## src/rtl/uart_tx_fifo_param_if.sv

```systemverilog
// Host-side bundle for the UART transmitter: configuration, FIFO write port, status and serial line.
// Latency: none (wires only).
// Backpressure: the host must watch full; writes while full are dropped and flagged by overflow.
//
// Signals (slave = transmitter side):
//   cfg_div/cfg_parity/cfg_stop2  in   frame configuration, latched at each frame start
//   wr_en/wr_data                 in   FIFO push
//   full/empty/level/overflow     out  FIFO status
//   tx/busy/frame_done            out  serial line and frame status
//   brk_req                       in   break request, present only with UART_TX_BREAK_EN defined
interface uart_tx_fifo_param_if #(
    parameter int DATA_W     = 8,
    parameter int FIFO_DEPTH = 16,
    parameter int DIV_W      = 16
);
    localparam int LVL_W = $clog2(FIFO_DEPTH) + 1;

    logic [DIV_W-1:0]  cfg_div;
    logic [1:0]        cfg_parity;
    logic              cfg_stop2;
    logic              wr_en;
    logic [DATA_W-1:0] wr_data;
    logic              full;
    logic              empty;
    logic [LVL_W-1:0]  level;
    logic              overflow;
    logic              tx;
    logic              busy;
    logic              frame_done;
`ifdef UART_TX_BREAK_EN
    logic              brk_req;
`endif

    modport master (
`ifdef UART_TX_BREAK_EN
        output brk_req,
`endif
        output cfg_div, cfg_parity, cfg_stop2, wr_en, wr_data,
        input  full, empty, level, overflow, tx, busy, frame_done
    );

    modport slave (
`ifdef UART_TX_BREAK_EN
        input  brk_req,
`endif
        input  cfg_div, cfg_parity, cfg_stop2, wr_en, wr_data,
        output full, empty, level, overflow, tx, busy, frame_done
    );
endinterface

```

## src/rtl/uart_tx_fifo_param.sv

```systemverilog
// UART transmitter with write-side FIFO, bit-period clock enable, runtime parity/stop selection.
// Latency: write into empty FIFO with FSM idle -> pop next cycle -> start bit on tx the cycle after.
// Backpressure: FIFO full drops the write and pulses overflow; frames chain back-to-back while FIFO non-empty.
//
// Ports: clk_i (clock), rst_i (synchronous active-high reset), bus (uart_tx_fifo_param_if.slave).
// Optional feature: define UART_TX_BREAK_EN to add bus.brk_req and the line-break states.
// Frame: start(0), DATA_W bits LSB first, optional parity, 1 or 2 stop bits; each bit cfg_div+1 clocks.
module uart_tx_fifo_param #(
    parameter int DATA_W     = 8,
    parameter int FIFO_DEPTH = 16,
    parameter int DIV_W      = 16
) (
    input logic                 clk_i,
    input logic                 rst_i,
    uart_tx_fifo_param_if.slave bus
);
    localparam int AW = $clog2(FIFO_DEPTH);
    localparam int LW = AW + 1;
    localparam int BW = $clog2(DATA_W);
    localparam logic [LW-1:0] DEPTH_L  = LW'(FIFO_DEPTH);
    localparam logic [BW-1:0] LAST_BIT = BW'(DATA_W - 1);

    typedef enum logic [2:0] {
        S_IDLE,
        S_START,
        S_DATA,
        S_PARITY,
        S_STOP
`ifdef UART_TX_BREAK_EN
        ,
        S_BREAK,
        S_BRK_GAP
`endif
    } state_t;

    // ---------------------------------------------------------------- FIFO
    logic [DATA_W-1:0] mem_q [FIFO_DEPTH];
    logic [AW-1:0]     wptr_q, rptr_q;
    logic [LW-1:0]     level_q;
    logic              full, empty, push, pop;
    logic [DATA_W-1:0] head;

    assign full  = (level_q == DEPTH_L);
    assign empty = (level_q == '0);
    // A write while full is dropped even if the FSM pops in the same cycle.
    assign push  = bus.wr_en && !full;
    assign head  = mem_q[rptr_q];

    always_ff @(posedge clk_i) begin
        if (push) begin
            mem_q[wptr_q] <= bus.wr_data;
        end
    end

    always_ff @(posedge clk_i) begin
        if (rst_i) begin
            wptr_q  <= '0;
            rptr_q  <= '0;
            level_q <= '0;
        end else begin
            if (push) begin
                wptr_q <= wptr_q + AW'(1);
            end
            if (pop) begin
                rptr_q <= rptr_q + AW'(1);
            end
            case ({push, pop})
                2'b10:   level_q <= level_q + LW'(1);
                2'b01:   level_q <= level_q - LW'(1);
                default: level_q <= level_q;
            endcase
        end
    end

    // ---------------------------------------------------------------- FSM
    state_t            state_q, state_d;
    logic [DIV_W-1:0]  cnt_q, cnt_d;
    logic [DIV_W-1:0]  div_q, div_d;
    logic [DATA_W-1:0] sh_q, sh_d;
    logic [BW-1:0]     bit_q, bit_d;
    logic              stop_q, stop_d;
    logic              stop2_q, stop2_d;
    logic              par_en_q, par_en_d;
    logic              par_q, par_d;
    logic              tx_q, tx_d;
    logic              bit_end;
    logic              frame_done_c;

    assign bit_end = (cnt_q == div_q);

    always_comb begin
        state_d      = state_q;
        cnt_d        = bit_end ? '0 : cnt_q + DIV_W'(1);
        div_d        = div_q;
        sh_d         = sh_q;
        bit_d        = bit_q;
        stop_d       = stop_q;
        stop2_d      = stop2_q;
        par_en_d     = par_en_q;
        par_d        = par_q;
        tx_d         = tx_q;
        pop          = 1'b0;
        frame_done_c = 1'b0;

        // tx_d always reflects the bit of the state being entered, so the
        // registered line changes on the same edge as the state.
        case (state_q)
            S_IDLE: begin
                tx_d  = 1'b1;
                cnt_d = '0;
`ifdef UART_TX_BREAK_EN
                if (bus.brk_req) begin
                    state_d = S_BREAK;
                    tx_d    = 1'b0;
                    div_d   = bus.cfg_div;
                end else
`endif
                if (!empty) begin
                    pop = 1'b1;
                end
            end
            S_START: begin
                if (bit_end) begin
                    state_d = S_DATA;
                    bit_d   = '0;
                    tx_d    = sh_q[0];
                end
            end
            S_DATA: begin
                if (bit_end) begin
                    if (bit_q == LAST_BIT) begin
                        if (par_en_q) begin
                            state_d = S_PARITY;
                            tx_d    = par_q;
                        end else begin
                            state_d = S_STOP;
                            stop_d  = 1'b0;
                            tx_d    = 1'b1;
                        end
                    end else begin
                        sh_d  = sh_q >> 1;
                        tx_d  = sh_q[1];
                        bit_d = bit_q + BW'(1);
                    end
                end
            end
            S_PARITY: begin
                if (bit_end) begin
                    state_d = S_STOP;
                    stop_d  = 1'b0;
                    tx_d    = 1'b1;
                end
            end
            S_STOP: begin
                tx_d = 1'b1;
                if (bit_end) begin
                    if (stop2_q && !stop_q) begin
                        stop_d = 1'b1;
                    end else begin
                        frame_done_c = 1'b1;
                        state_d      = S_IDLE;
`ifdef UART_TX_BREAK_EN
                        // A pending break wins over the next queued frame.
                        if (bus.brk_req) begin
                            state_d = S_BREAK;
                            tx_d    = 1'b0;
                            div_d   = bus.cfg_div;
                        end else
`endif
                        if (!empty) begin
                            pop = 1'b1;
                        end
                    end
                end
            end
`ifdef UART_TX_BREAK_EN
            S_BREAK: begin
                tx_d  = 1'b0;
                cnt_d = '0;
                if (!bus.brk_req) begin
                    state_d = S_BRK_GAP;
                    tx_d    = 1'b1;
                end
            end
            S_BRK_GAP: begin
                // One full bit period of mark before anything else may start.
                tx_d = 1'b1;
                if (bit_end) begin
                    state_d = S_IDLE;
                end
            end
`endif
            default: begin
                state_d = S_IDLE;
                tx_d    = 1'b1;
            end
        endcase

        // Frame start: configuration is captured here and held for the whole frame.
        if (pop) begin
            state_d  = S_START;
            tx_d     = 1'b0;
            cnt_d    = '0;
            bit_d    = '0;
            stop_d   = 1'b0;
            sh_d     = head;
            div_d    = bus.cfg_div;
            stop2_d  = bus.cfg_stop2;
            par_en_d = (bus.cfg_parity == 2'b01) || (bus.cfg_parity == 2'b10);
            par_d    = (bus.cfg_parity == 2'b01) ? ~^head : ^head;
        end
    end

    always_ff @(posedge clk_i) begin
        if (rst_i) begin
            state_q  <= S_IDLE;
            cnt_q    <= '0;
            div_q    <= '0;
            sh_q     <= '0;
            bit_q    <= '0;
            stop_q   <= 1'b0;
            stop2_q  <= 1'b0;
            par_en_q <= 1'b0;
            par_q    <= 1'b0;
            tx_q     <= 1'b1;
        end else begin
            state_q  <= state_d;
            cnt_q    <= cnt_d;
            div_q    <= div_d;
            sh_q     <= sh_d;
            bit_q    <= bit_d;
            stop_q   <= stop_d;
            stop2_q  <= stop2_d;
            par_en_q <= par_en_d;
            par_q    <= par_d;
            tx_q     <= tx_d;
        end
    end

    // ---------------------------------------------------------------- outputs
    assign bus.full       = full;
    assign bus.empty      = empty;
    assign bus.level      = level_q;
    assign bus.overflow   = bus.wr_en && full;
    assign bus.tx         = tx_q;
    assign bus.busy       = (state_q != S_IDLE);
    assign bus.frame_done = frame_done_c;
endmodule

```

## src/flat_wrapper.sv

```systemverilog
// flat-port wrapper written by rule: the top's interface ports become plain ports
module uart_tx_fifo_param_flat 
#(
    parameter int DATA_W     = 8,
    parameter int FIFO_DEPTH = 16,
    parameter int DIV_W      = 16
)
  (clk_i, rst_i, bus_cfg_div, bus_cfg_parity, bus_cfg_stop2, bus_wr_en, bus_wr_data, bus_full, bus_empty, bus_level, bus_overflow, bus_tx, bus_busy, bus_frame_done);
  uart_tx_fifo_param_if #(.DATA_W(DATA_W), .FIFO_DEPTH(FIFO_DEPTH), .DIV_W(DIV_W)) bus_i ();
  input logic clk_i;
  input logic rst_i;
  input wire logic [$bits(bus_i.cfg_div)-1:0] bus_cfg_div;
  input wire logic [$bits(bus_i.cfg_parity)-1:0] bus_cfg_parity;
  input wire logic [$bits(bus_i.cfg_stop2)-1:0] bus_cfg_stop2;
  input wire logic [$bits(bus_i.wr_en)-1:0] bus_wr_en;
  input wire logic [$bits(bus_i.wr_data)-1:0] bus_wr_data;
  output wire logic [$bits(bus_i.full)-1:0] bus_full;
  output wire logic [$bits(bus_i.empty)-1:0] bus_empty;
  output wire logic [$bits(bus_i.level)-1:0] bus_level;
  output wire logic [$bits(bus_i.overflow)-1:0] bus_overflow;
  output wire logic [$bits(bus_i.tx)-1:0] bus_tx;
  output wire logic [$bits(bus_i.busy)-1:0] bus_busy;
  output wire logic [$bits(bus_i.frame_done)-1:0] bus_frame_done;
  assign bus_i.cfg_div = bus_cfg_div;
  assign bus_i.cfg_parity = bus_cfg_parity;
  assign bus_i.cfg_stop2 = bus_cfg_stop2;
  assign bus_i.wr_en = bus_wr_en;
  assign bus_i.wr_data = bus_wr_data;
  assign bus_full = bus_i.full;
  assign bus_empty = bus_i.empty;
  assign bus_level = bus_i.level;
  assign bus_overflow = bus_i.overflow;
  assign bus_tx = bus_i.tx;
  assign bus_busy = bus_i.busy;
  assign bus_frame_done = bus_i.frame_done;
  uart_tx_fifo_param #(.DATA_W(DATA_W), .FIFO_DEPTH(FIFO_DEPTH), .DIV_W(DIV_W)) u_core (.clk_i(clk_i), .rst_i(rst_i), .bus(bus_i));
endmodule
```

## config.mk

```make
export PLATFORM = sky130hd
export DESIGN_NAME = uart_tx_fifo_param_flat
export DESIGN_NICKNAME = d
export VERILOG_FILES = /design/src/rtl/uart_tx_fifo_param_if.sv /design/src/rtl/uart_tx_fifo_param.sv /design/src/flat_wrapper.sv
export SDC_FILE = /design/constraint.sdc
export NUM_CORES = 1
export LEC_CHECK = 0
export CAP_MARGIN = 5
export CORE_UTILIZATION = 31
export DETAILED_ROUTE_END_ITERATION = 16
export HOLD_SLACK_MARGIN = 0.12
export SYNTH_ARGS = -nofsm -noshare
export SYNTH_HDL_FRONTEND = slang
export SYNTH_SLANG_ARGS = --single-unit
```

## constraint.sdc

```tcl
create_clock -name clk_i -period 4.49 [get_ports clk_i]
set_input_delay 0.898 -clock clk_i [delete_from_list [all_inputs] [get_ports clk_i]]
set_output_delay 0.898 -clock clk_i [all_outputs]
set_load 0.01 [all_outputs]
```

==> reports/metrics.yaml <==
outcome: "complete, no violations"
synth_ff_type: "edfxtp_1"
fill_cells: 2472
drv_cap: 0
antenna_found_initial: 0
cts_root_buf: "clkbuf_16"
finClkSkew_ps: 17.37
setup_violations: 0
drtPass1Iterations: 5
synth-compound-area-share: 0.05093
numPortBuffers: 40
synth-seq-area-share: 0.6363
area_delta_synth_final_pct: 16.00
grt_pass1_wl_um: 25180
synth_area_mm2: 0.008180
synth_top_area_frac: 0.4699
synth_fa_ha_area_frac: 0.01835
fmax_mhz: 301.0
cts_setup_buffers: 0
crit_required_ps: 3590
cts_buffers: 17
synth_top_family_by_area: "multiplexers"
via_per_inst: 4.790
hp-class: "register to register"
grt.total_usage: 0.1263
start_util: 0.3148
final_common_cell: "edfxtp_1"
async_flop_share: 0
die_w_um: 164.4
final-max-slew-violation-count: 0
ys_warn_count: 0
period_share: 0.7398
fin_area_mm2: 0.009489
power_leakage_nw: 3.110
synth-edff-count: 128
drive_gt1_frac: 0.1123
drt_iter0_markers: 277
worst-setup-path-type: "register to output port"
grt_overflow: 0
synth_nets: 629
layoutNonFillerInstCount: 976
fin_setup_tns_ps: 0
path_clk_slew_ps: 80
post_drt_wl_per_cell_um: 16.53
highest_layer: "met4"
clkLatencyLatePin_ps: 440
critPathLaunchType: "register"
final_cell_mix: "128 x edfxtp_1, 68 x nand2_1, 67 x dfxtp_1"
arrival_ps: 2420
rsz0062_at_grt: "no"
syn_avg_cell_area_um2: 13.94
dp_hpwl_um: 10540
wl_met3_um: 599
wl_met1_um: 7655
core_mm2: 0.02598
end_kind: "output port"
cts_max_path_buffers: 2
clock_sinks: 196
die_area_mm2: 0.02704
cellPowerDensity_mw_per_mm2: 545.7
fin_util: 0.3652
ir_drop_mv: 0.2544
htreeDepth: 4
hold_violations: 0
ios: 41
relSlewSlack: 0.3464
yosysTopAreaCell: "edfxtp_1"
grt_max_degree: 46
cts_tree: "built"
wl_um: 16140
critPathMaxFanout: 10
synth-seq-cells: 196
synth_xor_area_frac: 0.05414
row_count: 59
grt_pass1_vias: 4515
wl_met2_um: 7683
placed_area_mm2: 0.008886
synth_area_leaders: "edfxtp_1 47%, dfxtp_1 17%, mux4_2 5.8%"
nNetsFinal: 670
synth.distinct_cells: 52
die_height_um: 164.4
ctsResizeCount: 0
synth_simple_gate_area_frac: 0.1054
tightest_slew_ps: 976.8
reg2reg_setup_slack_ps: 1220
ant_nets: 0
num_antenna_cells: 0
gp_congestion: 0.7427
muxShareOfSynthArea: 0.1072
drc: 0
numPlacedInstances: 944
cts_hold_buf: 0
via_count: 4675
postSynthCellCount: 587
min_period_ps: 3322
-- layer usage --
layer,track usage,vias to the layer above
met3,0.02687,17
li1,-,2259
met4,0.04170,0
met2,0.2000,86
met1,0.1723,2313
met5,0,-
-- registers in the layout (all words and copies together) (netlist names), named ones only --
register and flops:
u_core.bit_q 3, u_core.state_q 3, u_core.par_en_q 1, u_core.stop2_q 1, u_core.wptr_q 4, u_core.par_q 1
u_core.mem_q 128, u_core.bus.tx 1, u_core.div_q 16, u_core.rptr_q 4, u_core.cnt_q 16, u_core.sh_q 8
u_core.bus.level 5, u_core.stop_q 1
-- path summary, 6_finish.rpt --
kind                                            to                         from  cells past startpoint
setup / recovery                    bus_frame_done  u_core.cnt_q[13]$_SDFF_PP0_                      7
hold reg to reg        u_core.stop2_q$_SDFFE_PP0N_  u_core.stop2_q$_SDFFE_PP0N_                      2
setup reg to reg  u_core.bus.level[4]$_SDFFE_PP0P_  u_core.cnt_q[13]$_SDFF_PP0_                     17
hold / removal         u_core.stop2_q$_SDFFE_PP0N_  u_core.stop2_q$_SDFFE_PP0N_                      2
-- cells in the mapped netlist (all sizes together), types with 3 or more instances --
cell    instances
a22oi          11
nand2          68
or3             4
inv            11
a21oi          36
nand2b          5
edfxtp        128
buf            12
mux4           36
nand3          19
dfxtp          68
xnor2          28
ha             12
and3            6
nor2           55
nor2b           7
xor2           14
nand4           7
o21ai           8
nor3            6
a211oi          4
xnor3           3
clkbuf         15
nor3b           3
-- where the power goes --
| part | internal [mW] | total [mW] | switching (mW) |
|---|---|---|---|
| combinational | 0.700 | 1.41 | 0.710 |
| sequential | 2.09 | 2.23 | 0.148 |
| clock | 0.823 | 1.53 | 0.710 |
-- stage by stage --
stage / hold slack, ps / setup WS, ps / total power [mW]
detailed placement: 451.3 / 905.9 / 3.706
floorplan: 436.8 / 997.2 / 3.345
finish: 460.5 / 1168 / 5.179
global route: 480.8 / 868.4 / 5.456
CTS: 461.8 / 1134 / 5.229
global placement: 449.8 / 938.1 / 3.692
-- worst max-delay path, cell delays in order, from the launching register on --
cell and delay [ps]:
dfxtp_1 410, xnor2_1 150, nand4_1 140, nor4_2 280, buf_4 200, nand2_1 110, nor2_1 130, clkdlybuf4s50_1 540
-- final cells by class --
| class | count | area (µm²) | area share |
|---|---|---|---|
| Clock buffer | 19 | 475.5 | 0.05011 |
| Clock inverter | 13 | 127.6 | 0.01345 |
| Inverter | 11 | 41.29 | 0.004351 |
| Multi-Input combinational cell | 352 | 2749 | 0.2897 |
| Sequential cell | 196 | 5206 | 0.5487 |
| Tap cell | 335 | 419.2 | 0.04417 |
| Timing Repair Buffer | 50 | 470.5 | 0.04958 |
-- cell families after synthesis --
| logic type | Yosys count |
|---|---|
| AO/OA/AOI/OAI | 69 |
| XOR/XNOR | 45 |
| adder cells (fa/ha/maj) | 12 |
| buffers and inverters | 39 |
| flip-flops | 196 |
| multiplexers | 37 |
| AND/OR/NAND/NOR | 189 |
Note: power is estimated with default switching activity, not from simulation.
